File: config.mk
export PLATFORM = sky130hd
export DESIGN_NAME = edge_detect_mc
export DESIGN_NICKNAME = d
export VERILOG_FILES = /design/src/rtl/edge_detect_mc.sv
export SDC_FILE = /design/constraint.sdc
export NUM_CORES = 1
export LEC_CHECK = 0
export ABC_AREA = 1
export CAP_MARGIN = 20
export CORE_AREA = 2 2 143 145
export CTS_BUF_LIST = sky130_fd_sc_hd__clkbuf_4
export DETAILED_ROUTE_END_ITERATION = 6
export DIE_AREA = 0 0 145 147
export PLACE_DENSITY = 0.56
export SYNTH_ARGS = -nofsm -noshare
export SYNTH_HDL_FRONTEND = slang
export SYNTH_SLANG_ARGS = --single-unit
File: constraint.sdc
create_clock -name clk -period 2 [get_ports clk]
set_input_delay 0.2 -clock clk [delete_from_list [all_inputs] [get_ports clk]]
set_output_delay 0.2 -clock clk [all_outputs]
set_load 0.01 [all_outputs]
File: src/rtl/edge_detect_mc.sv
`default_nettype none
// ============================================================================
// Module   : edge_detect_mc
// Brief    : Multi-channel synchronised edge detector with sticky flags and
//            saturating per-channel edge counters.
// Revision : 1.0 - initial release
// ============================================================================
module edge_detect_mc #(
    parameter int CH          = 8,
    parameter int SYNC_STAGES = 2,
    parameter int CNT_W       = 8,
    parameter bit INIT_LVL    = 1'b0
) (
    input  logic                  clk,
    input  logic                  rst_n,
    input  logic [CH-1:0]         sig_in,
    input  logic [1:0]            mode,
    input  logic [CH-1:0]         flag_clr,
    input  logic                  cnt_clr,
    output logic [CH-1:0]         edge_pulse,
    output logic [CH-1:0]         edge_flag,
    output logic [CH*CNT_W-1:0]   edge_cnt,
    output logic                  any_edge
);

    localparam logic [CH-1:0]    c_INIT_VEC  = {CH{INIT_LVL}};
    localparam logic [1:0]       c_MODE_RISE = 2'b00;
    localparam logic [1:0]       c_MODE_FALL = 2'b01;
    localparam logic [1:0]       c_MODE_BOTH = 2'b10;
    localparam logic [CNT_W-1:0] c_CNT_MAX   = {CNT_W{1'b1}};

    logic [CH-1:0] w_s;
    logic [CH-1:0] r_hist;
    logic [CH-1:0] w_rise;
    logic [CH-1:0] w_fall;
    logic [CH-1:0] w_det;
    logic [CH-1:0] r_pulse;
    logic [CH-1:0] r_flag;
    logic          r_any;

    generate
        if (SYNC_STAGES == 0) begin : g_no_sync
            assign w_s = sig_in;
        end else begin : g_sync
            logic [CH-1:0] r_sync [SYNC_STAGES];

            always_ff @(posedge clk or negedge rst_n) begin
                if (!rst_n) begin
                    for (int j = 0; j < SYNC_STAGES; j++) begin
                        r_sync[j] <= c_INIT_VEC;
                    end
                end else begin
                    r_sync[0] <= sig_in;
                    for (int j = 1; j < SYNC_STAGES; j++) begin
                        r_sync[j] <= r_sync[j-1];
                    end
                end
            end

            assign w_s = r_sync[SYNC_STAGES-1];
        end
    endgenerate

    // Mode is applied to the raw detect combinationally, so a mode change
    // only influences edges judged from that cycle onward.
    always_comb begin
        w_rise = w_s & ~r_hist;
        w_fall = ~w_s & r_hist;
        w_det  = '0;
        case (mode)
            c_MODE_RISE: w_det = w_rise;
            c_MODE_FALL: w_det = w_fall;
            c_MODE_BOTH: w_det = w_rise | w_fall;
            default:     w_det = '0;
        endcase
    end

    always_ff @(posedge clk or negedge rst_n) begin
        if (!rst_n) begin
            r_hist  <= c_INIT_VEC;
            r_pulse <= '0;
            r_any   <= 1'b0;
        end else begin
            r_hist  <= w_s;
            r_pulse <= w_det;
            r_any   <= |w_det;
        end
    end

    // A new edge outranks a coincident clear.
    always_ff @(posedge clk or negedge rst_n) begin
        if (!rst_n) begin
            r_flag <= '0;
        end else begin
            r_flag <= (r_flag & ~flag_clr) | w_det;
        end
    end

    generate
        for (genvar i = 0; i < CH; i++) begin : g_ch
            logic [CNT_W-1:0] r_cnt;

            always_ff @(posedge clk or negedge rst_n) begin
                if (!rst_n) begin
                    r_cnt <= '0;
                end else if (cnt_clr) begin
                    r_cnt <= {{(CNT_W-1){1'b0}}, w_det[i]};
                end else if (w_det[i] && (r_cnt != c_CNT_MAX)) begin
                    r_cnt <= r_cnt + CNT_W'(1);
                end
            end

            assign edge_cnt[i*CNT_W +: CNT_W] = r_cnt;
        end
    endgenerate

    assign edge_pulse = r_pulse;
    assign edge_flag  = r_flag;
    assign any_edge   = r_any;

endmodule
`default_nettype wire

==> results of run 1 <==
[cell type report]
class / instances / area, um^2
well taps: 270 / 338
multi-input cells: 553 / 2750
diodes: 1 / 2.50
inverters: 81 / 308
clock inverters: 6 / 42.5
repair buffers: 112 / 1160
clock buffers: 10 / 75.1
flip-flops and latches: 105 / 2630
fillers: 2055 / 12500
[layout by cell type, fill, tap and decap left out, drive strengths merged]
master / instances
nand2: 262
nand3: 116
dfrtp: 105
clkdlybuf4s50: 100
inv: 82
nor2: 72
o21ai: 30
ha: 24
clkbuf: 10
buf: 10
a21oi: 9
nor3: 8
o21bai: 8
nand4: 7
nand3b: 6
xor2: 5
clkinv: 4
or2: 3
xnor2: 2
dlygate4sd3: 2
diode: 1
o211ai: 1
clkinvlp: 1
[state kept, by name, indices dropped and copies added (netlist names)]
register and flops:
g_ch.r_cnt 64, edge_flag 8, edge_pulse 8, g_sync.r_sync 8, r_hist 8, w_s 8
any_edge 1
[through the flow]
step                      instances  power (mW)  instance area [um^2]  util, %
after global placement         1119        3.18                  7160     36.1
after detailed placement       1119        3.18                  7160     36.1
after floorplan                 758        2.77                  5820        -
after global routing           1138        4.41                  7300     36.8
final                          1138        4.17                  7300     36.8
after CTS                      1137        4.26                  7300     36.8
[path summary, 6_finish.rpt]
path / endpoint / slack, ns / cells after the start
setup / recovery: edge_cnt[43] / 0.17 / 1
setup reg to reg: g_ch[7].r_cnt[6] / 0.42 / 8
min in group asynchronous: r_hist[5] / 0.24 / 3
max in group asynchronous: g_sync.r_sync[9] / 1.31 / 3
hold / removal: g_sync.r_sync[13] / 0.12 / 1
hold reg to reg: w_s[3] / 0.37 / 0
[layer usage]
metal | vias up | GRT usage (%) | wire length (um)
li1 | 2624 | - | -
met2 | 78 | 23.2 | 6880
met4 | 0 | 4.90 | 209
met5 | - | 0 | 0
met1 | 2391 | 18.3 | 6870
met3 | 12 | 1.89 | 390
[power by group]
| part | total, mW | switching, mW | internal, mW | leakage, nW |
|---|---|---|---|---|
| clock | 1.04 | 0.764 | 0.276 | 0.0648 |
| combinational | 0.774 | 0.426 | 0.348 | 2.03 |
| sequential | 2.35 | 0.114 | 2.24 | 1.37 |
| total | 4.17 | 1.30 | 2.86 | 3.46 |
[kinds of logic (layout without fill, tap and decap cells)]
family	Yosys count	in the layout
xor gates and xnor gates	7	7
buffers and inverters	100	209
adders and majority gates	24	24
other	0	1
AOI/OAI and AO/OA	48	48
and+or+nand+nor	474	474
DFF	105	105
[what timing repair did]
| item | CTS | global route |
|---|---|---|
| resized for setup | 0 | 0 |
| setup buffers | 0 | 0 |
| hold buffers | 2 | 0 |
| hold endpoints to repair | 105 | 0 |
==> impl_results.md, run 1 <==
- CP Class: reg -> out
- Worst-path cell chain: clkdlybuf4s50_1
- DR vias: 5105
- Status: finished clean
- LEAKAGE: 3.46 nW
- Die X: 145 um
- Wire per inst: 12.6 um
- First DRT Iteration DRCs: 167
- CP Buf/Inv Count: 1
- Crit path max-delay family: buffers and inverters
- Final period util: 91.7%
- Syn Nets: 803
- Final worst slack: 0.166 ns
- DPL Wire Length: 10200 um
- WHS: 0.120 ns
- Area contributors post-synth: dfrtp_1 45%, nand2_1 16%, nand3_1 9.3%
- Gate Count Post-Synth: 758
- CP required: 1.80 ns
- Die ar.: 21300 um^2
- Port bufs: 101
- Aggregate negative setup slack: 0 ns
- Distinct cells, synth: 29
- I/O Pins: 102
- Layout cell share with drive strength beyond 1: 6.81%
- IR drop worst, VDD: 0.295 mV
- RSZ-0062 raised after global routing: no
- First-pass GRT wire length: 24100 um
- Slew Viols, Final: 0
- Number of vias per cell: 4.49
- DRC errors left: 0
- Vias in the first global route: 4741
- Ys async rst share: 100%
- Finish-stage setup viols: 0
- Core box area: 19800 um^2
- Final antenna-violating net count: 0
- Max_slew headroom: 74.6%
- Routability cong.: 0.843
- Worst-Margin Slew: 0.379 ns
- Power per cell area: 571 nW/um^2
- Hold_sp: sig_in[5]
- Synth warnings: 0
- Max clock buf depth: 2
- Cell taking the most area after synthesis: dfrtp_1
- Post-synthesis compound-gate area fraction: 4.71%
- Initial antenna violation count: 1
- H-Tree Depth: 3
- Mux contribution to synthesized area: 0%
- Area grow syn2layout: 25.4%
- Clock Latency Late Sink: 0.49 ns
- Seq/Total Area, Yosys: 45.2%
- Total GRT Usage: 13.8%
- CP startpoint kind: flip-flop
- CP max-delay cell: clkdlybuf4s50_1
- R2R Path Start: r_hist[7]
- Largest family of logic cells by synthesized area: simple AND/OR/NAND/NOR gates
- Worst slack, placed: 0.0659 ns
- Initial core utilization: 29.3%
- Largest net degree at the start of global routing: 65
- Hold Crit Class: in -> reg
- F_max: 545 MHz
- Adder-cell share of the synthesized area: 5.16%
- # rows: 52
- Clk root buf: clkbuf_4
- CTS Sinks: 105
- Commonest cells post-synth: 248 x nand2_1, 108 x nand3_1, 105 x dfrtp_1
- Post-synthesis average cell area: 7.68 um^2
- Post-synth top area share: 45.2%
- Clk slew on worst S/H paths: 0.17 ns
- Crit path max fanout: 7
- Clock Skew: 0.0164 ns
- Final min period: 1.83 ns
- Cell with the most instances after synthesis: nand2_1
- Crit path launch: g_ch[5].r_cnt[3]
- Post-synthesis xor/xnor area fraction: 1.05%
- GR Overflow Total: 0
- Crit. End Element: output pin
- Max-cap violations: 0
- Number of buffers created by CTS: 9
- Post-synthesis simple-gate area fraction: 36.3%
- Detailed Routing Iterations Pass 1: 4
- Final Hold Vio Count: 0
- Top_reg_cell synth: dfrtp_1
- Total wire length: 14400 um
- Synth Register Bits: 105
- Post-synth EDFFs: 0
- Nets: 907
- CTS tree: yes
- Die H: 147 um
- Worst path max stage delay: 0.60 ns
- Mapped Area: 5820 um^2
- Arrival time worst endpoint: 1.63 ns
No activity file was read; power rests on OpenSTA's default activity.
==> inputs of run 2 (changes only) <==
CAP_MARGIN = unset   (was 20)
GPL_TIMING_DRIVEN = 0   (was unset)
==> run 2 against run 1 <==
Net effect:
- hold slack got worse by 0.028 ns
- sequential share of layout area fell by 0.40 points
- via count rose by 2.3%
- combinational power increased by 3.5%
- register-to-register slack barely moved
- clock skew is 0.0061 ns higher
- clock-buffer cell count shrank 1
- worst setup slack worse by 0.018 ns
- largest power group unchanged
==> impl_results.md, run 2 (synthesized netlist as in run 1, its figures left out) <==
- Worst path max stage delay: 0.60 ns (about the same)
- Vias in the first global route: 4868 (+2.7%)
- Final antenna-violating net count: 0 (unchanged)
- Final worst slack: 0.148 ns (-0.0178 ns)
- Initial core utilization: 29.3% (unchanged)
- Crit. End Element: output pin
- Die H: 147 um (unchanged)
- Nets: 916 (+0.99%)
- Clock Skew: 0.0225 ns (+0.00611 ns)
- Clk root buf: clkbuf_4
- Total GRT Usage: 15.1% (+1.2 points)
- Hold path cells: 1 (unchanged)
- H-Tree Depth: 3 (unchanged)
- CP startpoint kind: flip-flop
- Post-CTS setup buffers: 0 (unchanged)
- Number of vias per cell: 4.55 (+1.5%)
- Routability cong.: 0.845 (+0.24%)
- Arrival time worst endpoint: 1.65 ns (+0.02 ns)
- Clk slew on worst S/H paths: 0.18 ns (about the same)
- Post-CTS sizing: 0 (unchanged)
- Clock Latency Late Sink: 0.51 ns (+0.02 ns)
- Overall power: 4.58 mW (+9.9%)
- Most frequent cells in the layout: 248 x nand2_1, 108 x nand3_1, 105 x dfrtp_1
- # rows: 52 (unchanged)
- First-pass GRT wire length: 25600 um (+6.3%)
- Worst-Margin Slew: 0.752 ns (+0.372 ns)
- Top reg by flops: g_ch.r_cnt
- Status: finished clean
- Power per cell area: 620 nW/um^2 (+8.7%)
- Die X: 145 um (unchanged)
- Die ar.: 21300 um^2 (unchanged)
- Slew Viols, Final: 0 (unchanged)
- Final period util: 92.6% (+0.89 points)
- Crit path max fanout: 7 (unchanged)
- DRC errors left: 0 (unchanged)
- CP required: 1.80 ns (about the same)
- Max_slew headroom: 49.9% (-25 points)
- DPL Wire Length: 11400 um (+12%)
- Post-route cell area: 7380 um^2 (+1.1%)
- I/O Pins: 102 (unchanged)
- Finish-stage setup viols: 0 (unchanged)
- Hold path endpoint: g_sync.r_sync[13]
- Worst Reg2Reg Path Length in Cells: 8 (unchanged)
- Register area: 2630 um^2 (unchanged)
- CTS Sinks: 105 (unchanged)
- Max reg flops: 64 (unchanged)
- Area grow syn2layout: 26.8%
- WHS: 0.0917 ns (-0.0285 ns)
- First DRT Iteration DRCs: 336 (+100%)
- RR Endpoint: g_ch[1].r_cnt[7]
- IR drop worst, VDD: 0.395 mV (+34%)
- Max-cap violations: 0 (unchanged)
- Crit path max-delay family: buffers and inverters
- Port bufs: 100 (-0.99%)
- GR Overflow Total: 0 (unchanged)
- Core box area: 19800 um^2 (unchanged)
- Worst reg-to-reg setup slack: 0.43 ns (about the same)
- CP Buf/Inv Count: 1 (unchanged)
- LEAKAGE: 3.51 nW (+1.2%)
- Initial antenna violation count: 1 (unchanged)
- Wire per inst: 13.7 um (+8.4%)
- Detailed Routing Iterations Pass 1: 5 (+1)
- Final Hold Vio Count: 0 (unchanged)
- Worst-path cell chain: clkdlybuf4s50_1
- Dpl cell area: 7180 um^2 (+0.33%)
- DR vias: 5221 (+2.3%)
- Most common cell after layout, fill and taps aside: nand2_1
- Total wire length: 15700 um (+9.2%)
- CP Class: reg -> out
- Area of the multi-input gates: 2750 um^2 (unchanged)
- Hold Crit Class: in -> reg
- R2R Path Start: g_ch[1].r_cnt[0]
- F_max: 540 MHz (-0.96%)
- CP max-delay cell: clkdlybuf4s50_1
- Layout cell share with drive strength beyond 1: 7.31% (+0.50 points)
- Fill cells: 2086 (+1.5%)
- Hold_sp: sig_in[5]
- Final min period: 1.85 ns (+0.0178 ns)
- Largest net degree at the start of global routing: 68 (+4.6%)
- Number of buffers created by CTS: 9 (unchanged)
- Max clock buf depth: 2 (unchanged)
- RSZ-0062 raised after global routing: no
- CTS tree: yes
- Worst slack, placed: 0.0678 ns (+0.00191 ns)
-- run 2: cell count changes in the layout (fill, tap and decap cells not counted), sizes merged --
cell,before,now
clkinv,4,1
buf,10,12
clkbuf,10,17
dlygate4sd1,0,1
clkinvlp,1,2
bufinv,0,3
clkdlybuf4s50,100,99
dlygate4sd3,2,1
-- run 2: worst max path at each step --
stage	from	end	slack, ns	cells past startpoint
3_3_place_gp	rst_n	g_ch[2].r_cnt[4]	-3.54	1
4_1_cts	g_ch[5].r_cnt[3]	edge_cnt[43]	0.12	1
5_1_grt	g_ch[5].r_cnt[3]	edge_cnt[43]	0.07	1
6_report	g_ch[1].r_cnt[3]	edge_cnt[11]	0.15	1
3_5_place_dp	mode[1]	g_ch[3].r_cnt[6]	0.07	8
2_1_floorplan	g_ch[1].r_cnt[0]	g_ch[1].r_cnt[5]	0.63	8
-- run 2: what timing repair did --
item | CTS | global route
endpoints found under the hold margin | 38 | 0
hold buffers | 1 | 0
setup endpoints to repair | 0 | 0
-- run 2: per-layer routing --
metal  GRT usage (%)  wire length, um
met1            20.3             7440
met2            23.9             7170
met3            2.58              670
met4            6.58              391
met5               0                0
-- run 2: power breakdown --
group | internal [mW] | switching [mW]
sequential | 2.24 | 0.114
combinational | 0.349 | 0.452
clock | 0.631 | 0.794
total | 3.22 | 1.36
-- run 2: final cells by class --
type	instances	area share [%]
multi-input cells	553	37.2
flip-flops and latches	105	35.6
repair buffers	102	14.0
well taps	270	4.58
inverters	81	4.15
plain buffers	19	1.86
clock inverters	7	1.59
clock buffers	9	0.915
diodes	1	0.0339
-- run 2: per-stage QoR --
stage | TNS (ns) | instances | util [%]
final | 0 | 1147 | 37.2
after global routing | 0 | 1147 | 37.2
after CTS | 0 | 1146 | 37.2
after detailed placement | 0 | 1129 | 36.2
after global placement | -371.04 | 1128 | 36.1
after floorplan | 0 | 758 | -
